**config.mk**
```make
export PLATFORM = sky130hd
export DESIGN_NAME = uart_tx_ctrl
export DESIGN_NICKNAME = d
export VERILOG_FILES = /design/src/rtl/uart_pkg.sv /design/src/rtl/uart_tx_bit_timer.sv /design/src/rtl/uart_tx_ctrl.sv
export SDC_FILE = /design/constraint.sdc
export NUM_CORES = 1
export LEC_CHECK = 0
export CAP_MARGIN = 20
export CELL_PAD_IN_SITES_DETAIL_PLACEMENT = 1
export CELL_PAD_IN_SITES_GLOBAL_PLACEMENT = 2
export CORE_ASPECT_RATIO = 0.5
export CORE_MARGIN = 2
export CORE_UTILIZATION = 30
export CTS_CLUSTER_SIZE = 8
export DETAILED_ROUTE_END_ITERATION = 10
export GPL_TIMING_DRIVEN = 0
export PLACE_DENSITY_LB_ADDON = 0.1
export REMOVE_ABC_BUFFERS = 1
export SLEW_MARGIN = 30
export SYNTH_ARGS = -nofsm -noshare
export SYNTH_HDL_FRONTEND = slang
export SYNTH_SLANG_ARGS = --single-unit
```
**constraint.sdc**
```tcl
create_clock -name clk -period 6.3 [get_ports clk]
set_input_delay 0.63 -clock clk [delete_from_list [all_inputs] [get_ports clk]]
set_output_delay 0.63 -clock clk [all_outputs]
set_load 0.03 [all_outputs]
```
**src/rtl/uart_pkg.sv**
```systemverilog
// rtl/uart_pkg.sv - shared state encoding, defaults and parity constants for the UART transmitter
// Purpose: common definitions imported by uart_tx_ctrl and uart_tx_bit_timer.
// Contents: default DATA_WIDTH / PRESC_W, parity-mode constants, FSM state enum,
//           parity helper function.
// Macro: UART_TX_BREAK_EN adds the BREAK state to the enumeration.
package uart_pkg;

  localparam int UART_DATA_WIDTH_DEF = 8;
  localparam int UART_PRESC_W_DEF    = 8;

  localparam logic PARITY_EVEN = 1'b0;
  localparam logic PARITY_ODD  = 1'b1;

  typedef enum logic [2:0] {
    ST_IDLE,
    ST_START,
    ST_DATA,
    ST_PARITY,
    ST_STOP1,
    ST_STOP2
`ifdef UART_TX_BREAK_EN
    , ST_BREAK
`endif
  } uart_state_t;

  // data_xor is the XOR of all data bits; odd mode inverts it.
  function automatic logic parity_bit(input logic data_xor, input logic mode);
    return data_xor ^ (mode == PARITY_ODD);
  endfunction

endpackage

```
**src/rtl/uart_tx_bit_timer.sv**
```systemverilog
// rtl/uart_tx_bit_timer.sv - bit-period down-counter for the UART transmitter
// Purpose: times one serial bit; bit_end marks the last clock of the bit.
// Ports:
//   clk, rst  - clock, synchronous active-high reset
//   load      - reload counter with period-1 (takes priority over counting)
//   en        - counter running (a bit is being sent)
//   period    - clocks per bit, must be >= 1
//   bit_end   - one-cycle pulse in the final clock of the current bit
module uart_tx_bit_timer
  import uart_pkg::*;
#(
  parameter int PRESC_W = UART_PRESC_W_DEF
) (
  input  logic               clk,
  input  logic               rst,
  input  logic               load,
  input  logic               en,
  input  logic [PRESC_W-1:0] period,
  output logic               bit_end
);

  logic [PRESC_W-1:0] cnt;

  // Counter sits at period-1 on the first clock of a bit and reaches zero on its last.
  assign bit_end = en && (cnt == '0);

  always_ff @(posedge clk) begin
    if (rst) begin
      cnt <= '0;
    end else if (load) begin
      cnt <= period - PRESC_W'(1);
    end else if (en && (cnt != '0)) begin
      cnt <= cnt - PRESC_W'(1);
    end
  end

endmodule

```
**src/rtl/uart_tx_ctrl.sv**
```systemverilog
// rtl/uart_tx_ctrl.sv - UART transmit controller: framing FSM, shift register, parity
// Purpose: serialises parallel words into START/DATA/PARITY/STOP frames.
// Ports:
//   clk, rst           - clock, synchronous active-high reset
//   data_in/data_valid - word offered; accepted when data_valid && ready
//   ready              - combinational, high in IDLE and the last clock of the final stop bit
//   parity_en/odd      - parity enable / odd select (latched per frame)
//   stop2_en           - two stop bits (latched per frame)
//   bit_period         - clocks per bit, 0 treated as 1 (latched per frame)
//   break_req          - line-break request (only with UART_TX_BREAK_EN)
//   tx_out             - registered serial output, idle high
//   busy               - registered, high outside IDLE
// Macro: UART_TX_BREAK_EN enables break_req and the BREAK state.
module uart_tx_ctrl
  import uart_pkg::*;
#(
  parameter int DATA_WIDTH = UART_DATA_WIDTH_DEF,
  parameter int PRESC_W    = UART_PRESC_W_DEF
) (
  input  logic                  clk,
  input  logic                  rst,
  input  logic [DATA_WIDTH-1:0] data_in,
  input  logic                  data_valid,
  output logic                  ready,
  input  logic                  parity_en,
  input  logic                  parity_odd,
  input  logic                  stop2_en,
  input  logic [PRESC_W-1:0]    bit_period,
`ifdef UART_TX_BREAK_EN
  input  logic                  break_req,
`endif
  output logic                  tx_out,
  output logic                  busy
);

  localparam int IDX_W = $clog2(DATA_WIDTH);
  localparam logic [IDX_W-1:0] LAST_IDX = IDX_W'(DATA_WIDTH - 1);

  uart_state_t           state;
  logic [DATA_WIDTH-1:0] data_q;
  logic [DATA_WIDTH-1:0] shift_q;
  logic [IDX_W-1:0]      bit_idx;
  logic                  par_en_q;
  logic                  par_odd_q;
  logic                  stop2_q;
  logic [PRESC_W-1:0]    period_q;
  logic [PRESC_W-1:0]    period_in;
  logic [PRESC_W-1:0]    load_val;
  logic                  bit_end;
  logic                  timer_load;
  logic                  timer_en;
  logic                  frame_end;
  logic                  ready_state;
  logic                  xfer;
  logic                  brk_go;
  logic                  brk_exit;

  assign period_in = (bit_period == '0) ? PRESC_W'(1) : bit_period;

`ifdef UART_TX_BREAK_EN
  // Set while the STOP1 that follows a break is in progress; that stop bit
  // always returns to IDLE and never offers ready.
  logic from_break;
  assign brk_go   = (state == ST_IDLE) && break_req;
  assign brk_exit = from_break;
`else
  assign brk_go   = 1'b0;
  assign brk_exit = 1'b0;
`endif

  // Last clock of the final stop bit of the frame.
  assign frame_end = bit_end &&
                     ((state == ST_STOP2) ||
                      ((state == ST_STOP1) && (!stop2_q || brk_exit)));

  assign ready_state = (state == ST_IDLE) || (frame_end && !brk_exit);

`ifdef UART_TX_BREAK_EN
  assign ready = !rst && !break_req && ready_state;
`else
  assign ready = !rst && ready_state;
`endif

  assign xfer     = ready && data_valid;
  assign timer_en = (state != ST_IDLE);

  // A new frame or break reloads from the live input; bit boundaries inside
  // a frame reload from the latched period.
  always_comb begin
    timer_load = 1'b0;
    load_val   = period_q;
    if (xfer || brk_go) begin
      timer_load = 1'b1;
      load_val   = period_in;
    end else if (bit_end && !frame_end) begin
      timer_load = 1'b1;
    end
  end

  uart_tx_bit_timer #(
    .PRESC_W (PRESC_W)
  ) u_bit_timer (
    .clk     (clk),
    .rst     (rst),
    .load    (timer_load),
    .en      (timer_en),
    .period  (load_val),
    .bit_end (bit_end)
  );

  always_ff @(posedge clk) begin
    if (rst) begin
      state     <= ST_IDLE;
      tx_out    <= 1'b1;
      busy      <= 1'b0;
      data_q    <= '0;
      shift_q   <= '0;
      bit_idx   <= '0;
      par_en_q  <= 1'b0;
      par_odd_q <= 1'b0;
      stop2_q   <= 1'b0;
      period_q  <= '0;
`ifdef UART_TX_BREAK_EN
      from_break <= 1'b0;
`endif
    end else begin
      case (state)
        ST_IDLE: begin
`ifdef UART_TX_BREAK_EN
          if (brk_go) begin
            state    <= ST_BREAK;
            tx_out   <= 1'b0;
            busy     <= 1'b1;
            period_q <= period_in;
          end
`endif
        end
        ST_START: begin
          if (bit_end) begin
            state   <= ST_DATA;
            tx_out  <= shift_q[0];
            bit_idx <= '0;
          end
        end
        ST_DATA: begin
          if (bit_end) begin
            if (bit_idx == LAST_IDX) begin
              if (par_en_q) begin
                state  <= ST_PARITY;
                tx_out <= parity_bit(^data_q, par_odd_q);
              end else begin
                state  <= ST_STOP1;
                tx_out <= 1'b1;
              end
            end else begin
              // Bit 0 of shift_q is on the line; bit 1 is next.
              bit_idx <= bit_idx + 1'b1;
              shift_q <= shift_q >> 1;
              tx_out  <= shift_q[1];
            end
          end
        end
        ST_PARITY: begin
          if (bit_end) begin
            state  <= ST_STOP1;
            tx_out <= 1'b1;
          end
        end
        ST_STOP1: begin
          if (bit_end) begin
            if (stop2_q && !brk_exit) begin
              state  <= ST_STOP2;
              tx_out <= 1'b1;
            end else begin
              state  <= ST_IDLE;
              tx_out <= 1'b1;
              busy   <= 1'b0;
`ifdef UART_TX_BREAK_EN
              from_break <= 1'b0;
`endif
            end
          end
        end
        ST_STOP2: begin
          if (bit_end) begin
            state  <= ST_IDLE;
            tx_out <= 1'b1;
            busy   <= 1'b0;
          end
        end
`ifdef UART_TX_BREAK_EN
        ST_BREAK: begin
          // break_req is only sampled at bit boundaries so the line stays
          // low for a whole number of bit periods.
          if (bit_end && !break_req) begin
            state      <= ST_STOP1;
            tx_out     <= 1'b1;
            from_break <= 1'b1;
          end
        end
`endif
        default: begin
          state  <= ST_IDLE;
          tx_out <= 1'b1;
          busy   <= 1'b0;
        end
      endcase

      // Accepting a word overrides the IDLE/STOP transition above, which is
      // what makes back-to-back frames seamless.
      if (xfer) begin
        state     <= ST_START;
        tx_out    <= 1'b0;
        busy      <= 1'b1;
        data_q    <= data_in;
        shift_q   <= data_in;
        bit_idx   <= '0;
        par_en_q  <= parity_en;
        par_odd_q <= parity_odd;
        stop2_q   <= stop2_en;
        period_q  <= period_in;
      end
    end
  end

endmodule

```
==> results.md, run 1 <==
- Initial Util: 31.4%
- Via count: 2055
- P&R area growth vs syn: 21.6%
- Least-Margin Pin Slew: 0.715 ns
- Crit-path max cell delay: 0.77 ns
- Syn Inst Count: approximately 280
- Synthesized area per cell: 8.36 um2
- Biggest area consumer among synthesized cells: dfxtp_1
- Reg power frac: a little under two fifths
- CTS Buf Count: 5
- N_diodes: 0
- Setup TNS: 0 ns
- Crit Reg-Reg Endpoint: u_bit_timer.cnt[6]
- Largest cells by area after synthesis: dfxtp_1 37%, nand2_1 6.4%, a21oi_1 5.4%, nor2_1 4.7%, nand2b_1 3.5%
- Clock sinks: 43
- # fillers: 891
- Status: complete, no violations
- Synth warn: 0
- Vias in the first global route: about 2000
- GRT Overall Usage: between 10% and 20%
- Height of the die: 66.4 um
- Pint: 585 uW
- Post-synth EDFFs: 0
- Gpl congestion: 0.760
- Register area share after synthesis: a little under two fifths
- Reg2Reg Launch Point: state[1]
- Die width: 129 um
- Cts-stage hold buffer count: 0
- Switch share: 31.3%
- Max-cap viol count: 0
- Critical path origin: state[1]
- Crit-path cells: nor3_2 -> a41oi_1 -> nor2_1 -> clkdlybuf4s50_1
- PostCTS Resize Cnt: 0
- Clock skew: 0.00538 ns
- Overflow after GRT: 0
- WL final: 6330 um
- CP arrival: approximately 2.5 ns
- Primary FF master, synth: dfxtp_1
- Setup CP Type: reg -> out
- IO Port Bufs: 24
- CTS tree: built
- Period utilization: between 50% and 60%
- Area of the mapped netlist: 0.00233 mm2
- Io pins: 25
- Via/cell ratio: 5.22
- Ys async rst share: 0%
- Clk network pwr share: 35.9%
- Slew Viols, Final: 0
- Combinational group share of total power: between 20% and 30%
- CP Launch Type: register
- Die area: 0.00854 mm2
- NetSw: 267 uW
- Share of cells above drive strength 1: 9.73%
- Clk slew on worst S/H paths: 0.06 ns
- Cell Area, Placed: 0.00267 mm2
- Crit path to: ready
- Rows: 22
- Critical-path top delay cell: dfxtp_1
- Pin count of the biggest net entering global routing: 29
- First-pass GRT wire length: 10700 um
- # nets final: 322
- Detailed-route DRC error count: 0
- Clock root cell: clkbuf_16
- Final Core Density: 38.2%
- H-tree depth: 2
- Pwr Density: around 300 mW/mm2
- CTS Buffer Depth: 2
- HPWL Detailed: roughly 4400 um
- Leak Pwr: approximately 0.0010 uW
- Antenna violations before repair: 0
- Setup violators final: 0
- R2r setup slk: about 3.3 ns
- Yosys reg bits: 43
- Req. time, crit path: 5.67 ns
- Worst reg2reg path depth: 10
- Max VDD drop: 0.000103 V
- Area share of the largest cell type after synthesis: 36.9%
- Final ANT Viol Nets: 0
- CP Capture Type: output pin
- Core area: 0.00743 mm2
- Post-CTS Setup Repair Bufs: 0
- Clk_lat worst skew: 0.29 ns
- Highest Clock Rate: 317 MHz
- Slew margin rel.: 52.2%
- DR iter-0 viols: 56
- Crit path time final: about 3.2 ns
- Final instance area: 0.00284 mm2
- Synth cell types: 56
- Pre-antenna DRT Iters: 4
- Hold Fails Final Rpt: 0
- Hold Crit Class: reg -> reg
- Hold_ws: ~0.46 ns
- Unrepaired setup endpoints after global routing: no
- Wire length per cell: approximately 16 um
- Crit path max fanout: 20
- Hold Path Depth: 2
-- metal layers --
layer | GRT usage [%] | vias to the layer above | share of wire (%)
met5 | 0 | - | 0
met4 | 3.67 | 0 | 0.96
met3 | 4.37 | 6 | 3.0
met2 | 24.7 | 17 | 43
met1 | 22.9 | 992 | 53
li1 | - | 1040 | -
-- cell families (layout without fill, tap and decap cells) --
| group | Yosys count | after routing | synth area share, % |
|---|---|---|---|
| AO/OA/AOI/OAI | 77 | 77 | 22.8 |
| adder cells (fa/ha/maj) | 3 | 3 | 1.61 |
| AND/OR/NAND/NOR | 116 | 116 | 26.5 |
| buffers and inverters | 20 | 39 | 3.38 |
| multiplexers | 8 | 8 | 3.75 |
| XOR/XNOR | 12 | 12 | 5.09 |
| flip-flops | 43 | 43 | 36.9 |
-- layout by cell type, fill, tap and decap left out, drive strengths merged, types with 7 or more instances in the layout --
master / synthesis / routed
o21ai: 17 / 17
nor3: 8 / 8
nand2: 42 / 42
nand2b: 13 / 13
a211oi: 9 / 9
a21oi: 25 / 25
xnor2: 7 / 7
dfxtp: 43 / 43
nor2: 29 / 29
clkdlybuf4s50: 0 / 23
-- flip-flops by register name (all words and copies together), names as in the netlist --
signal	count
data_q	8
period_q	8
shift_q	8
u_bit_timer.cnt	8
bit_idx	3
state	3
busy	1
par_en_q	1
par_odd_q	1
stop2_q	1
tx_out	1
-- synth_stat cells (3+ instances only) --
cell	instances
nor2b_1	3
nor3_1	6
buf_2	3
o21ai_1	14
dfxtp_1	43
xnor2_1	7
a211oi_1	9
o221ai_1	3
a21oi_1	25
clkbuf_1	11
or3_1	5
mux2_1	6
nand2_1	40
inv_1	5
ha_1	3
xor2_1	4
nor2_1	29
nor4_4	3
nand2b_1	13
-- power groups by stage --
stage	combinational [uW]	sequential (uW)	clock (uW)
after CTS	224	325	313
after global placement	218	330	0
after detailed placement	223	331	0
after global routing	247	329	328
final	221	325	306
after floorplan	161	324	0
-- worst min-delay path by stage --
| stage | from | slack, ns | to |
|---|---|---|---|
| finish | period_q[4] | 0.46 | period_q[4] |
| global route | period_q[5] | 0.47 | period_q[5] |
| CTS | period_q[4] | 0.46 | period_q[4] |
| detailed placement | period_q[4] | 0.45 | period_q[4] |
| global placement | period_q[5] | 0.44 | period_q[5] |
| floorplan | period_q[5] | 0.43 | period_q[5] |
-- per-stage QoR --
step	total power (uW)	setup slack, ns	std cells
2_1_floorplan	485	3.75	265
3_3_place_gp	548	1.78	385
3_5_place_dp	554	2.95	386
4_1_cts	862	3.11	394
5_1_grt	905	2.88	394
6_report	852	3.15	394
-- worst max-delay path, delay by kind of cell, from the launching register on --
family | cells | cell delay [ns]
DFF | 1 | 0.77
buffers and inverters | 1 | 0.61
AOI/OAI and AO/OA | 1 | 0.58
and+or+nand+nor | 2 | 0.27
-- final cells by class --
class	instances	area, um2	share of cell area, %
Multi-Input combinational cell	216	1400	49.4
Timing Repair Buffer	25	263	9.26
Clock inverter	3	43.8	1.54
Clock buffer	5	125	4.41
Tap cell	96	120	4.23
Inverter	6	22.5	0.794
Sequential cell	43	861	30.3
Note: power is estimated with default switching activity, not from simulation.
==> run 2: changes to the inputs <==
==> constraint.sdc (replaced) <==
create_clock -name clk -period 3.13 [get_ports clk]
set_input_delay 0.313 -clock clk [delete_from_list [all_inputs] [get_ports clk]]
set_output_delay 0.313 -clock clk [all_outputs]
set_load 0.03 [all_outputs]
==> results.md, run 2 (synthesis results as in run 1) <==
- Clk slew on worst S/H paths: 0.06 ns (about the same)
- Leading cell type in the layout, fill and taps excluded: dfxtp_1
- Crit-path cells: nor2b_1 -> a41oi_1 -> nor2_1 -> clkdlybuf4s50_1
- Critical-path top delay cell: dfxtp_1
- Clock skew: 0.00688 ns (+0.00150 ns)
- Least-Margin Pin Slew: 0.737 ns (+0.0221 ns)
- # nets final: 322 (unchanged)
- N_diodes: 0 (unchanged)
- Max VDD drop: 0.000207 V (+100%)
- CTS Buffer Depth: 2 (unchanged)
- Critical path origin: state[1]
- Worst Slack Setup Final: 0.267 ns (-2.88 ns)
- Via count: 2056 (+0.049%)
- Most frequent cells in the layout: 41 x dfxtp_1, 40 x nand2_1, 28 x nor2_1
- Clock sinks: 43 (unchanged)
- Slew margin rel.: 50.8% (-1.4 points)
- Core area: 0.00743 mm2 (unchanged)
- Vias in the first global route: 2031 (unchanged)
- Antenna violations before repair: 0 (unchanged)
- H-tree depth: 2 (unchanged)
- Overflow after GRT: 0 (unchanged)
- Hold_sp: rst
- Period utilization: roughly nine tenths
- Rows: 22 (unchanged)
- CTS Buf Count: 5 (unchanged)
- Detailed-route DRC error count: 0 (unchanged)
- Setup CP Type: reg -> out
- Setup violators final: 0 (unchanged)
- Number of cells after detailed placement: 386 (unchanged)
- Gpl congestion: 0.760 (unchanged)
- CP Launch Type: register
- DR iter-0 viols: 60 (+7.1%)
- Final ANT Viol Nets: 0 (unchanged)
- Status: complete, no violations
- Buf/Inv on CP: 1 (unchanged)
- CTS tree: built
- Die area: 0.00854 mm2 (unchanged)
- CP arrival: 2.55 ns (+0.03 ns)
- Unrepaired setup endpoints after global routing: no
- Wire length per cell: 16.1 um (+0.38%)
- HPWL Detailed: 4440 um (unchanged)
- Clock root cell: clkbuf_16
- IO Port Bufs: 24 (unchanged)
- Initial Util: 31.4% (unchanged)
- Via/cell ratio: 5.22 (about the same)
- Top delay family on crit path: flip-flops
- Crit-path max cell delay: 0.80 ns (+0.03 ns)
- Crit path max fanout: 20 (unchanged)
- Leak Pwr: 0.00105 uW (+0.63%)
- Clk_lat worst skew: 0.29 ns (about the same)
- Share of cells above drive strength 1: 10.4% (+0.67 points)
- Hold Fails Final Rpt: 0 (unchanged)
- Pwr Density: 603 mW/mm2 (+100%)
- R2r setup slk: 0.30 ns (-2.99 ns)
- Max-cap viol count: 0 (unchanged)
- Crit path time final: 2.86 ns
- GRT Overall Usage: 16.3% (unchanged)
- Die width: 129 um (unchanged)
- Req. time, crit path: 2.82 ns (-2.85 ns)
- Pin count of the biggest net entering global routing: 29 (unchanged)
- Pre-antenna DRT Iters: 4 (unchanged)
- Reg2Reg Launch Point: u_bit_timer.cnt[4]
- Highest Clock Rate: 349 MHz
- WL final: 6360 um (+0.38%)
- CP Capture Type: output pin
- Io pins: 25 (unchanged)
- Slew Viols, Final: 0 (unchanged)
- First-pass GRT wire length: 10700 um (unchanged)
- P&R area growth vs syn: 22.1%
- Cts-stage hold buffer count: 0 (unchanged)
- Height of the die: 66.4 um (unchanged)
- Post-Layout Cell Count: 394 (unchanged)
- Hold Crit Class: in -> reg
- DP Worst Slack: 0.0965 ns (-2.85 ns)
- Post-CTS Setup Repair Bufs: 0 (unchanged)
[run 2: cell types whose count changed in the layout (fill, tap and decap cells not counted)]
cell     before  now
nor3_2        2    1
dfxtp_1      43   41
nor3_4        0    1
nand2_2       2    1
nand2_4       0    1
dfxtp_2       0    2
[run 2: final cells by class]
type / instances / area (um2)
Clock buffer: 5 / 125
Inverter: 6 / 22.5
Timing Repair Buffer: 25 / 263
Clock inverter: 3 / 43.8
Tap cell: 96 / 120
Fill cell: 888 / 4580
Sequential cell: 43 / 863
Multi-Input combinational cell: 216 / 1410
[run 2: path summary, 6_finish.rpt]
check	depth (start not counted)	endpoint
max	4	ready
max reg2reg	10	u_bit_timer.cnt[6]
min reg2reg	2	period_q[4]
min	2	shift_q[6]
[run 2: timing repair]
action	CTS	global route
endpoints found under the hold margin	0	0
endpoints found under the setup margin	0	2
gates resized for setup	0	4
[run 2: layer usage]
layer / part of all wire (%) / GRT usage, %
met1: 53 / 22.9
met4: 0.63 / 3.67
met2: 43 / 24.7
met5: 0 / 0
met3: 3.1 / 4.37
[run 2: power breakdown]
part           total [uW]  leakage (uW)  switching (uW)  internal [uW]
Clock                 617     0.0000838             240            377
Sequential            655      0.000354            60.3            595
Combinational         448      0.000614             240            207
[run 2: through the flow]
step / cell area (um2) / setup TNS [ns] / power (uW) / hold slack, ns / util, %
after CTS: 2840 / 0 / 1740 / 0.404 / 38.2
final: 2850 / 0 / 1720 / 0.409 / 38.4
after global routing: 2850 / 0 / 1830 / 0.415 / 38.4
after detailed placement: 2670 / 0 / 1110 / 0.450 / 35.9
after global placement: 2640 / -28.12 / 1100 / 0.443 / 35.5
after floorplan: 2280 / 0 / 977 / 0.382 / -
==> run 3: changes to the inputs <==
--- a/config.mk
+++ b/config.mk
@@ -5,12 +5,11 @@
 export SDC_FILE = /design/constraint.sdc
 export NUM_CORES = 1
 export LEC_CHECK = 0
-export CAP_MARGIN = 20
 export CELL_PAD_IN_SITES_DETAIL_PLACEMENT = 1
 export CELL_PAD_IN_SITES_GLOBAL_PLACEMENT = 2
 export CORE_ASPECT_RATIO = 0.5
 export CORE_MARGIN = 2
-export CORE_UTILIZATION = 30
+export CORE_UTILIZATION = 34
 export CTS_CLUSTER_SIZE = 8
 export DETAILED_ROUTE_END_ITERATION = 10
 export GPL_TIMING_DRIVEN = 0
==> results.md, run 3 (synthesis results as in run 1) <==
- Antenna violations before repair: 0 (unchanged)
- CTS Buf Count: 5 (unchanged)
- Req. time, crit path: 2.82 ns (about the same)
- DR iter-0 viols: 98 (+63%)
- Io pins: 25 (unchanged)
- Highest Clock Rate: 349 MHz (about the same)
- Pre-antenna DRT Iters: 4 (unchanged)
- Height of the die: 62.6 um (-5.7%)
- Setup CP Type: reg -> out
- Clock sinks: 43 (unchanged)
- Clock skew: 0.00808 ns (+0.00119 ns)
- Max-cap viol count: 0 (unchanged)
- Clk slew on worst S/H paths: 0.07 ns (about the same)
- Cts-stage hold buffer count: 0 (unchanged)
- Vias in the first global route: 2040 (+0.44%)
- Least-Margin Pin Slew: 0.736 ns (-0.000720 ns)
- Via count: 2052 (-0.19%)
- Slew Viols, Final: 0 (unchanged)
- CTS tree: built
- Pwr Density: 592 mW/mm2 (-1.9%)
- GRT Overall Usage: 17.4% (+1.1 points)
- CP Capture Type: output pin
- Overflow after GRT: 0 (unchanged)
- Crit path max fanout: 20 (unchanged)
- Top delay family on crit path: flip-flops
- Core area: 0.00667 mm2 (-10%)
- Unrepaired setup endpoints after global routing: no
- HPWL Detailed: 4330 um (-2.5%)
- Pin count of the biggest net entering global routing: 41 (+41%)
- Rows: 21 (-4.5%)
- Critical-path top delay cell: dfxtp_1
- Detailed-route DRC error count: 0 (unchanged)
- Post-CTS Setup Repair Bufs: 0 (unchanged)
- GR peak layer: met2
- Period utilization: 91.6% (about the same)
- M3 GR Usage: 4.38% (+0.011 points)
- Gpl congestion: 0.821 (+8.0%)
- Crit-path cells: nor2b_1 -> a41oi_1 -> nor2_1 -> clkdlybuf4s50_1
- Worst reg2reg path depth: 10 (unchanged)
- Setup violators final: 0 (unchanged)
- Die area: 0.00758 mm2 (-11%)
- CP arrival: 2.55 ns (about the same)
- Max VDD drop: 0.000207 V (-0.26%)
- First-pass GRT wire length: 10400 um (-3.1%)
- P&R area growth vs syn: 20.1%
- Leading cell type in the layout, fill and taps excluded: dfxtp_1
- WL final: 6200 um (-2.4%)
- Clock root cell: clkbuf_16
- # nets final: 321 (-0.31%)
- Hold Path Depth: 2 (unchanged)
- Initial Util: 35.0% (+3.6 points)
- Stages on worst setup path: 4 (unchanged)
- # fillers: 812 (-8.6%)
- Wire length per cell: 15.9 um (-1.1%)
- Final ANT Viol Nets: 0 (unchanged)
- Final Core Density: 42.0% (+3.6 points)
- GRT met2 Usage: 27.0% (+2.3 points)
- GR met1 Demand/Resource: 24.5% (+1.7 points)
- CP Launch Type: register
- IO Port Bufs: 24 (unchanged)
- Status: complete, no violations
- Crit path time final: 2.87 ns (+0.00235 ns)
- Hold Fails Final Rpt: 0 (unchanged)
- Most frequent cells in the layout: 42 x dfxtp_1, 40 x nand2_1, 28 x nor2_1
- Slew margin rel.: 50.9% (about the same)
- CTS Buffer Depth: 2 (unchanged)
- Overall Power: 1660 uW (-3.5%)
- H-tree depth: 2 (unchanged)
- Buf/Inv on CP: 1 (unchanged)
- Die width: 121 um (-5.9%)
- Hold_ws: 0.455 ns (+0.0465 ns)
- PostCTS Resize Cnt: 0 (unchanged)
- Hold Crit Class: reg -> reg
- Clk_lat worst skew: 0.29 ns (about the same)
- Share of cells above drive strength 1: 9.76% (-0.64 points)
- N_diodes: 0 (unchanged)
- Via/cell ratio: 5.28 (+1.1%)
- Crit-path max cell delay: 0.80 ns (about the same)
- Leak Pwr: 0.00103 uW (-2.3%)
## run 3: area by class of cell
type	instances	area (um2)	share of cell area (%)
multi-input combinational	216	1410	50.4
sequential	43	862	30.8
timing repair buffer	24	235	8.39
clock buffer	6	139	4.96
tap	92	115	4.11
inverter	6	22.5	0.804
clock inverter	2	16.3	0.580
## run 3: worst paths after layout
check	start	slack (ns)	to
min	period_q[5]	0.46	period_q[5]
max reg2reg	u_bit_timer.cnt[4]	0.33	u_bit_timer.cnt[6]
max	state[1]	0.26	ready
min reg2reg	period_q[5]	0.46	period_q[5]
## run 3: metrics by stage
| stage | TNS (ns) | cells | instance area (um2) | setup WS, ns |
|---|---|---|---|---|
| final | 0 | 389 | 2800 | 0.264 |
| after global routing | 0 | 389 | 2800 | 0.0223 |
| after CTS | 0 | 389 | 2790 | 0.107 |
| after detailed placement | 0 | 381 | 2640 | 0.0230 |
| after global placement | -24.10 | 381 | 2630 | -1.02 |
| after floorplan | 0 | 265 | 2280 | 0.607 |
## run 3: worst min-delay path, stage by stage, from the launching register on
cell	delay (ns)
dfxtp_1	0.30
nand2_1	0.05
a21oi_1	0.05
## run 3: layer usage
| metal | vias up | part of all wire, % |
|---|---|---|
| met1 | 991 | 52 |
| met2 | 22 | 45 |
| met5 | - | 0 |
| li1 | 1034 | - |
| met3 | 5 | 2.8 |
| met4 | 0 | 0.64 |
## run 3: where the power goes
part | internal, uW | switching, uW
combinational | 204 | 242
sequential | 595 | 59.3
clock | 319 | 239
